## config.mk

```make
export PLATFORM = sky130hd
export DESIGN_NAME = mem_port_arbiter
export DESIGN_NICKNAME = d
export VERILOG_FILES = /design/src/rtl/mem_port_arbiter.sv
export SDC_FILE = /design/constraint.sdc
export NUM_CORES = 1
export LEC_CHECK = 0
export CAP_MARGIN = 25
export CORE_AREA = 4 4 93 95
export DETAILED_ROUTE_END_ITERATION = 12
export DIE_AREA = 0 0 97 99
export HOLD_SLACK_MARGIN = 0.06
export PLACE_DENSITY_LB_ADDON = 0.3
export SLEW_MARGIN = 0
export SYNTH_ARGS = -nofsm -noshare
export SYNTH_HDL_FRONTEND = slang
export SYNTH_SLANG_ARGS = --single-unit
```

## constraint.sdc

```tcl
create_clock -name i_clk -period 3.6 [get_ports i_clk]
set_clock_uncertainty 0.1 [all_clocks]
set_input_delay 0.72 -clock i_clk [delete_from_list [all_inputs] [get_ports i_clk]]
set_output_delay 0.72 -clock i_clk [all_outputs]
set_load 0.01 [all_outputs]
```

## src/rtl/mem_port_arbiter.sv

```systemverilog
// mem_port_arbiter: round-robin burst arbiter sharing one memory port between two requesters,
// steering the registered read data back to whichever requester issued the read.
module mem_port_arbiter #(
  parameter int DATA_WIDTH = 32,
  parameter int ADDR_WIDTH = 10,
  parameter int MAX_BURST  = 16
) (
  input  logic                  i_clk,
  input  logic                  i_rstn,
  input  logic                  i_req_valid_0,
  input  logic                  i_req_valid_1,
  output logic                  o_req_ready_0,
  output logic                  o_req_ready_1,
  input  logic [3:0]            i_req_we_0,
  input  logic [3:0]            i_req_we_1,
  input  logic [ADDR_WIDTH-1:0] i_req_addr_0,
  input  logic [ADDR_WIDTH-1:0] i_req_addr_1,
  input  logic [DATA_WIDTH-1:0] i_req_wdata_0,
  input  logic [DATA_WIDTH-1:0] i_req_wdata_1,
  input  logic                  i_req_last_0,
  input  logic                  i_req_last_1,
  output logic                  o_rsp_valid_0,
  output logic                  o_rsp_valid_1,
  output logic [DATA_WIDTH-1:0] o_rsp_rdata_0,
  output logic [DATA_WIDTH-1:0] o_rsp_rdata_1,
  output logic [3:0]            o_mem_we,
  output logic [ADDR_WIDTH-1:0] o_mem_addr,
  output logic [DATA_WIDTH-1:0] o_mem_din,
  input  logic [DATA_WIDTH-1:0] i_mem_dout,
  output logic                  o_busy
);
  localparam int CW = $clog2(MAX_BURST + 1);
  typedef enum logic [1:0] {IDLE, OWN0, OWN1} state_t;
  state_t state_q, state_d;
  logic last_owner_q, last_owner_d, rsp_pend_q, rsp_pend_d, rsp_id_q, rsp_id_d;
  logic [CW-1:0] beat_cnt_q, beat_cnt_d, cnt_inc;
  logic own, beat, sel_last, rel, other_valid;
  logic [3:0] sel_we;
  logic [ADDR_WIDTH-1:0] sel_addr;
  logic [DATA_WIDTH-1:0] sel_wdata;
  always_comb begin
    own          = state_q == OWN1;
    sel_we       = own ? i_req_we_1 : i_req_we_0;
    sel_addr     = own ? i_req_addr_1 : i_req_addr_0;
    sel_wdata    = own ? i_req_wdata_1 : i_req_wdata_0;
    sel_last     = own ? i_req_last_1 : i_req_last_0;
    other_valid  = own ? i_req_valid_0 : i_req_valid_1;
    beat         = (state_q == OWN0 && i_req_valid_0) || (own && i_req_valid_1);
    cnt_inc      = beat_cnt_q + 1'b1;
    rel          = beat && (sel_last || cnt_inc == CW'(MAX_BURST));
    state_d      = state_q;
    last_owner_d = last_owner_q;
    beat_cnt_d   = beat ? cnt_inc : beat_cnt_q;
    if (state_q == IDLE)
      state_d = (i_req_valid_0 && i_req_valid_1) ? (last_owner_q ? OWN0 : OWN1) :
                i_req_valid_0 ? OWN0 : i_req_valid_1 ? OWN1 : IDLE;
    else if (rel) begin
      // hand straight to a waiting peer so streaming requesters see no bubble
      state_d      = other_valid ? (own ? OWN0 : OWN1) : IDLE;
      last_owner_d = own;
      beat_cnt_d   = '0;
    end
    rsp_pend_d = beat && sel_we == 4'h0;
    rsp_id_d   = own;
  end
  always_ff @(posedge i_clk or negedge i_rstn) begin
    if (!i_rstn) begin
      state_q      <= IDLE;
      last_owner_q <= 1'b1;
      beat_cnt_q   <= '0;
      rsp_pend_q   <= 1'b0;
      rsp_id_q     <= 1'b0;
    end else begin
      state_q      <= state_d;
      last_owner_q <= last_owner_d;
      beat_cnt_q   <= beat_cnt_d;
      rsp_pend_q   <= rsp_pend_d;
      rsp_id_q     <= rsp_id_d;
    end
  end
  assign o_req_ready_0 = state_q == OWN0;
  assign o_req_ready_1 = own;
  assign o_mem_we      = beat ? sel_we : 4'h0;
  assign o_mem_addr    = beat ? sel_addr : '0;
  assign o_mem_din     = beat ? sel_wdata : '0;
  assign o_rsp_valid_0 = rsp_pend_q && !rsp_id_q;
  assign o_rsp_valid_1 = rsp_pend_q && rsp_id_q;
  assign o_rsp_rdata_0 = o_rsp_valid_0 ? i_mem_dout : '0;
  assign o_rsp_rdata_1 = o_rsp_valid_1 ? i_mem_dout : '0;
  assign o_busy        = state_q != IDLE || rsp_pend_q;
endmodule

```

==> run metrics <==
placed cell area=0.00421 mm^2; commonest non-fill, non-tap cell in the layout=clkdlybuf4s50_1; drt first-iter violations=approximately 110; clock transition at the registers of the reported paths=approximately 0.050 ns; final hold viol count=0; number of flops mapped to enable cells by yosys=0; fin. max-slew vios=0; RR Startpoint=state_q[1]; Hold/Removal Path Class=reg -> reg; IO Count=between 200 and 250; pre-CTS WS=between 0.2 and 0.3 ns; #FFs+latches synth=10; CTS tree=done; syn avg cell area=between 5 and 6 um^2; fin worst setup slack=about 0.26 ns; post-synth top area share=a little under a quarter; met2 wire len=4.64 mm; worst hold path startpoint=last_owner_q; Synth cell types=34; Setup-failing EPs final=0; Nets=between 600 and 700; # hold bufs at CTS=0; Num CTS Buffers=3; fin crit share=a little over 90%; Antenna Nets Post-Route=0; Layout Cells excl Fill=625; most used cell, CP=clkdlybuf4s50_1; layout cell share with drive strength beyond 1=between 3 and 4%; CP Cell Sequence=clkdlybuf4s50_1 > nand2_1 > a2bb2oi_4 > buf_12 > a21oi_1 > clkdlybuf4s50_1; GPL Wtd Cong=0.845; Final Core Density=between 50% and 60%; total power draw=~2 mW; reg2reg path depth=7; global-route wire length before repair=approximately 14 mm; CP startpoint=i_req_valid_0; WP depth=6; ranking of synthesized cells by area=nand2_1, a21oi_1, dfrtp_1, and2_1, and3_1; worst slew margin relative to its limit=67.0%; peak per-stage delay on the critical path=0.57 ns; VDD IR max=0.000219 V; Hold Path Cell Cnt=2; per-cell routed wire length=between 10 and 15 um; met1 WL=roughly 3.5 mm; post-CTS resize count=0; FP Rows=32; DP HPWL=between 7 and 8 mm; worst hold-check slack=approximately 0.43 ns; Top Layer Used=met4; postcts setup bufs=0; initial core utilization=a little over a fifth; status=completed; via count=between 2000 and 3000; Chip Height=~99 um; htree depth=1; GRT Util Overall=~17%; CP Capture Type=primary output; critical path type=in -> out; Arr. time, crit path=roughly 2.5 ns; Cell Pwr Density=between 400 and 500 mW/mm^2; design area=approximately 0.0043 mm^2; Critical Path Slowest Stage Cell=clkdlybuf4s50_1; Placed Instances=621; LEAKAGE=approximately 1.8 nW; Critical Path Start Type=input pin; critical path peak fanout=57; CTS sink cnt=10; WP data required=about 2.8 ns; vias in the first global route=roughly 2700; Ys Warns=0; Routed Wire Length=about 9.2 mm; Die W=97 um; Worst Tran Pin Value=around 0.49 ns; Clk Latency, worst-skew pair=0.24 ns; ANT cells=0; die area=0.00960 mm^2; Max Freq=~300 MHz; unrepaired setup endpoints after global routing=no; largest net degree at the start of global routing=58; asr flop ratio synth=100%; Area Overhead vs Synth=156%; ys flop type=dfrtp_1; cell family with the largest share of critical-path delay=buffers and inverters; Fill cells=approximately 710; antenna violations before repair=0; input/output buffers=244; WL met3=885 um; setup TNS=0 ns; WP buf/inv=3; maximum root-to-sink buffer count=2; sequential fraction of the synthesis area=15.1%; Syn Nets=roughly 430; Root Driver=clkbuf_8; routed vias/inst=between 4 and 5; synthesized area=roughly 0.0017 mm^2; post-synth top area cell=nand2_1; most frequent cells in the layout=clkdlybuf4s50_1, nand2_1, a21oi_1; crit path time final=3.34 ns; core area=0.00773 mm^2; Mapped Cells=about 300; TritonRoute pass-1 iters=4; GRT overflow=0; DRC=0; max-cap check violation count=0
[where the power goes]
group,total (mW),leakage (nW),internal [mW],switching (mW)
logic,1.65,1.62,0.814,0.834
registers,0.216,0.124,0.160,0.0556
clock network,0.143,0.0288,0.0964,0.0471
total,2.01,1.77,1.07,0.937
[synthesized netlist by cell type, drive strengths merged (2+ instances only)]
master	count
nand2	103
a21oi	50
and2	34
and3	32
clkbuf	14
buf	12
o21ai	10
dfrtp	9
nand3	4
inv	3
nor2	3
nor2b	3
nand2b	2
o22ai	2
[cell type report]
class	instances	area, um^2	share of cell area (%)
multi-input combinational	256	1310	30.7
inverter	3	11.3	0.264
tap	102	128	2.99
sequential	10	251	5.89
timing repair buffer	250	2510	58.9
clock buffer	4	55.1	1.29
[state kept, by name, indices dropped and copies added (netlist names)]
signal        flops
beat_cnt_q        5
rsp_id_q          1
rsp_pend_q        1
last_owner_q      1
state_q           2
[layer usage]
| metal | track usage, % | vias up |
|---|---|---|
| li1 | - | 1444 |
| met1 | 19.2 | 1258 |
| met2 | 31.7 | 166 |
| met3 | 5.66 | 14 |
| met4 | 4.21 | 0 |
| met5 | 0 | - |
[kinds of logic (layout without fill, tap and decap cells)]
family,after synthesis,in the layout,share of synthesized area (%)
buffers and inverters,29,257,7.29
AOI/OAI and AO/OA,67,67,21.4
DFF,10,10,15.1
adders and majority gates,1,1,0.752
and+or+nand+nor,187,187,54.6
muxes,1,1,0.902
[final timing paths]
check                                end  slack, ns
max                        o_mem_din[15]       0.26
min                         last_owner_q       0.43
max reg2reg                beat_cnt_q[4]       1.18
min reg2reg                 last_owner_q       0.43
max in group asynchronous   last_owner_q       2.33
min in group asynchronous       rsp_id_q       0.71
[worst min-delay path: cells and delay by family (launching register included)]
family / cells / cell delay [ns]
DFF: 1 / 0.38
AOI/OAI and AO/OA: 2 / 0.13
No activity file was read; power rests on OpenSTA's default activity.
==> RTL edit: new RTL, same flow settings <==
Change the parameter `ADDR_WIDTH` from 10 to 11.
--- a/src/rtl/mem_port_arbiter.sv
+++ b/src/rtl/mem_port_arbiter.sv
@@ -2,7 +2,7 @@
 // steering the registered read data back to whichever requester issued the read.
 module mem_port_arbiter #(
   parameter int DATA_WIDTH = 32,
-  parameter int ADDR_WIDTH = 10,
+  parameter int ADDR_WIDTH = 11,
   parameter int MAX_BURST  = 16
 ) (
   input  logic                  i_clk,
Ports: changed (resized i_req_addr_0, i_req_addr_1 and o_mem_addr); port bits go from 245 to 248. The function was not compared with the original's and may differ.
==> RTL edit against the unedited design <==
Total power fell by 12%; sequential share of layout area fell by 0.051 points; sequential cell count did not move; die area did not move; final cell count rose by 0.80%; cell area rose by 0.88%; fmax fell by 0.56%; synthesized area rose by 1.7%; wire length fell by 1.6%; first-iteration DRC count fell by 11%; setup slack got worse by 0.019 ns; highest routed layer unchanged.
==> RTL edit: results (changes against the unedited design) <==
| Metric | Value |
|---|---|
| Clk. pwr | `0.000145 W` |
| Critical Path Slowest Stage Cell | `clkdlybuf4s50_1` |
| CTS resizes | `0 (unchanged)` |
| Met2 wire len | `4770 microns (+2.8%)` |
| # diodes | `0 (unchanged)` |
| Flop+latch power | `0.000211 W (-2%)` |
| DR vias | `2,899 (+0.59%)` |
| Met3 usage | `0.0502 (-0.00637)` |
| Global-route wire length before repair | `13,600 microns (-0.96%)` |
| DR pass1 iterations | `4 (unchanged)` |
| Worst IR Drop VDD | `0.180 mV (-18%)` |
| Syn Inst Count | `296 (+0.34%)` |
| Highest metal used | `met4` |
| Period utilization | `0.933 (+0.00525)` |
| Num CTS Buffers | `3 (unchanged)` |
| Commonest cells in the netlist | `101 x nand2_1, 51 x a21oi_1, 34 x and2_1, 33 x and3_1, 18 x clkbuf_1` |
| Power in combinational cells | `0.00140 W (-15%)` |
| Sw Pwr | `0.000799 W (-15%)` |
| Hold Startpoint | `last_owner_q` |
| Util after Layout | `0.557 (+0.00486)` |
| Clk_lat worst skew | `0.24 ns (about the same)` |
| Initial drt markers | `96 (-11%)` |
| Status | `finished, final reports clean` |
| Delay-heaviest family, CP | `buffers and inverters` |
| Register area share after synthesis | `0.149 (-0.00257)` |
| Dpl ws | `0.281 ns (+0.0221 ns)` |
| Layout cells sized above 1 | `0.0360 (+0.00348)` |
| Routed wl met3 | `838 microns (-5.3%)` |
| Post-synth cell types | `32 (-5.9%)` |
| Area post-placement | `0.00425 sq mm (+0.89%)` |
| Data arrival, critical path | `2.54 ns (+0.02 ns)` |
| GRT Util Overall | `0.171 (-0.00158)` |
| I/O Buffers | `247 (+1.2%)` |
| Hold slack | `0.413 ns (-0.0134 ns)` |
| Gpl congestion | `0.837 (-0.85%)` |
| Top cells by area, synth | `nand2_1 22%, a21oi_1 15%, dfrtp_1 13%, and2_1 13%, and3_1 12%` |
| Post-DP HPWL | `7550 microns (+1.5%)` |
| Grt met1 use | `0.173 (-0.0190)` |
| CTS Root Cell | `clkbuf_8` |
| Fill cell count | `705 (-0.98%)` |
| Syn Nets | `429 (+0.70%)` |
| WL met1 | `3350 microns (-4.9%)` |
| NumNets Final | `662 (+1.1%)` |
| Fin cells | `630 (+0.80%)` |
| R2r setup slk | `1.55 ns (+0.37 ns)` |
| P_leak | `1.80 nW (+1.6%)` |
| Measured slew at the worst slew-check pin | `0.471 ns (-0.0227 ns)` |
| Vias in the first global route | `2,744 (+2.1%)` |
| Met2 Use GR | `0.343 (+0.0265)` |
| Worst-path maximum fanout | `57 (unchanged)` |
| Worst r2r src | `state_q[0]` |
| Routed WL | `9050 microns (-1.6%)` |
| Largest net degree at the start of global routing | `58 (unchanged)` |
## RTL edit: worst paths after layout
check	endpoint	depth (start not counted)
setup / recovery	o_mem_we[2]	6
hold / removal	last_owner_q	2
setup reg to reg	beat_cnt_q[4]	8
hold reg to reg	last_owner_q	2
max in group asynchronous	last_owner_q	1
min in group asynchronous	beat_cnt_q[2]	1
## RTL edit: layout make-up
class / count / share of cell area
tap: 102 / 0.0297
timing repair buffer: 253 / 0.588
inverter: 5 / 0.00494
clock buffer: 4 / 0.0128
multi-input combinational: 256 / 0.306
sequential: 10 / 0.0584
## RTL edit: logic make-up (layout without fill, tap and decap cells)
logic type	Yosys count	in the layout	share of synthesized area
multiplexers	3	3	0.0207
AND/OR/NAND/NOR	181	181	0.520
adder cells (fa/ha/maj)	1	1	0.00739
AO/OA/AOI/OAI	71	71	0.231
flip-flops	10	10	0.149
buffers and inverters	30	262	0.0732
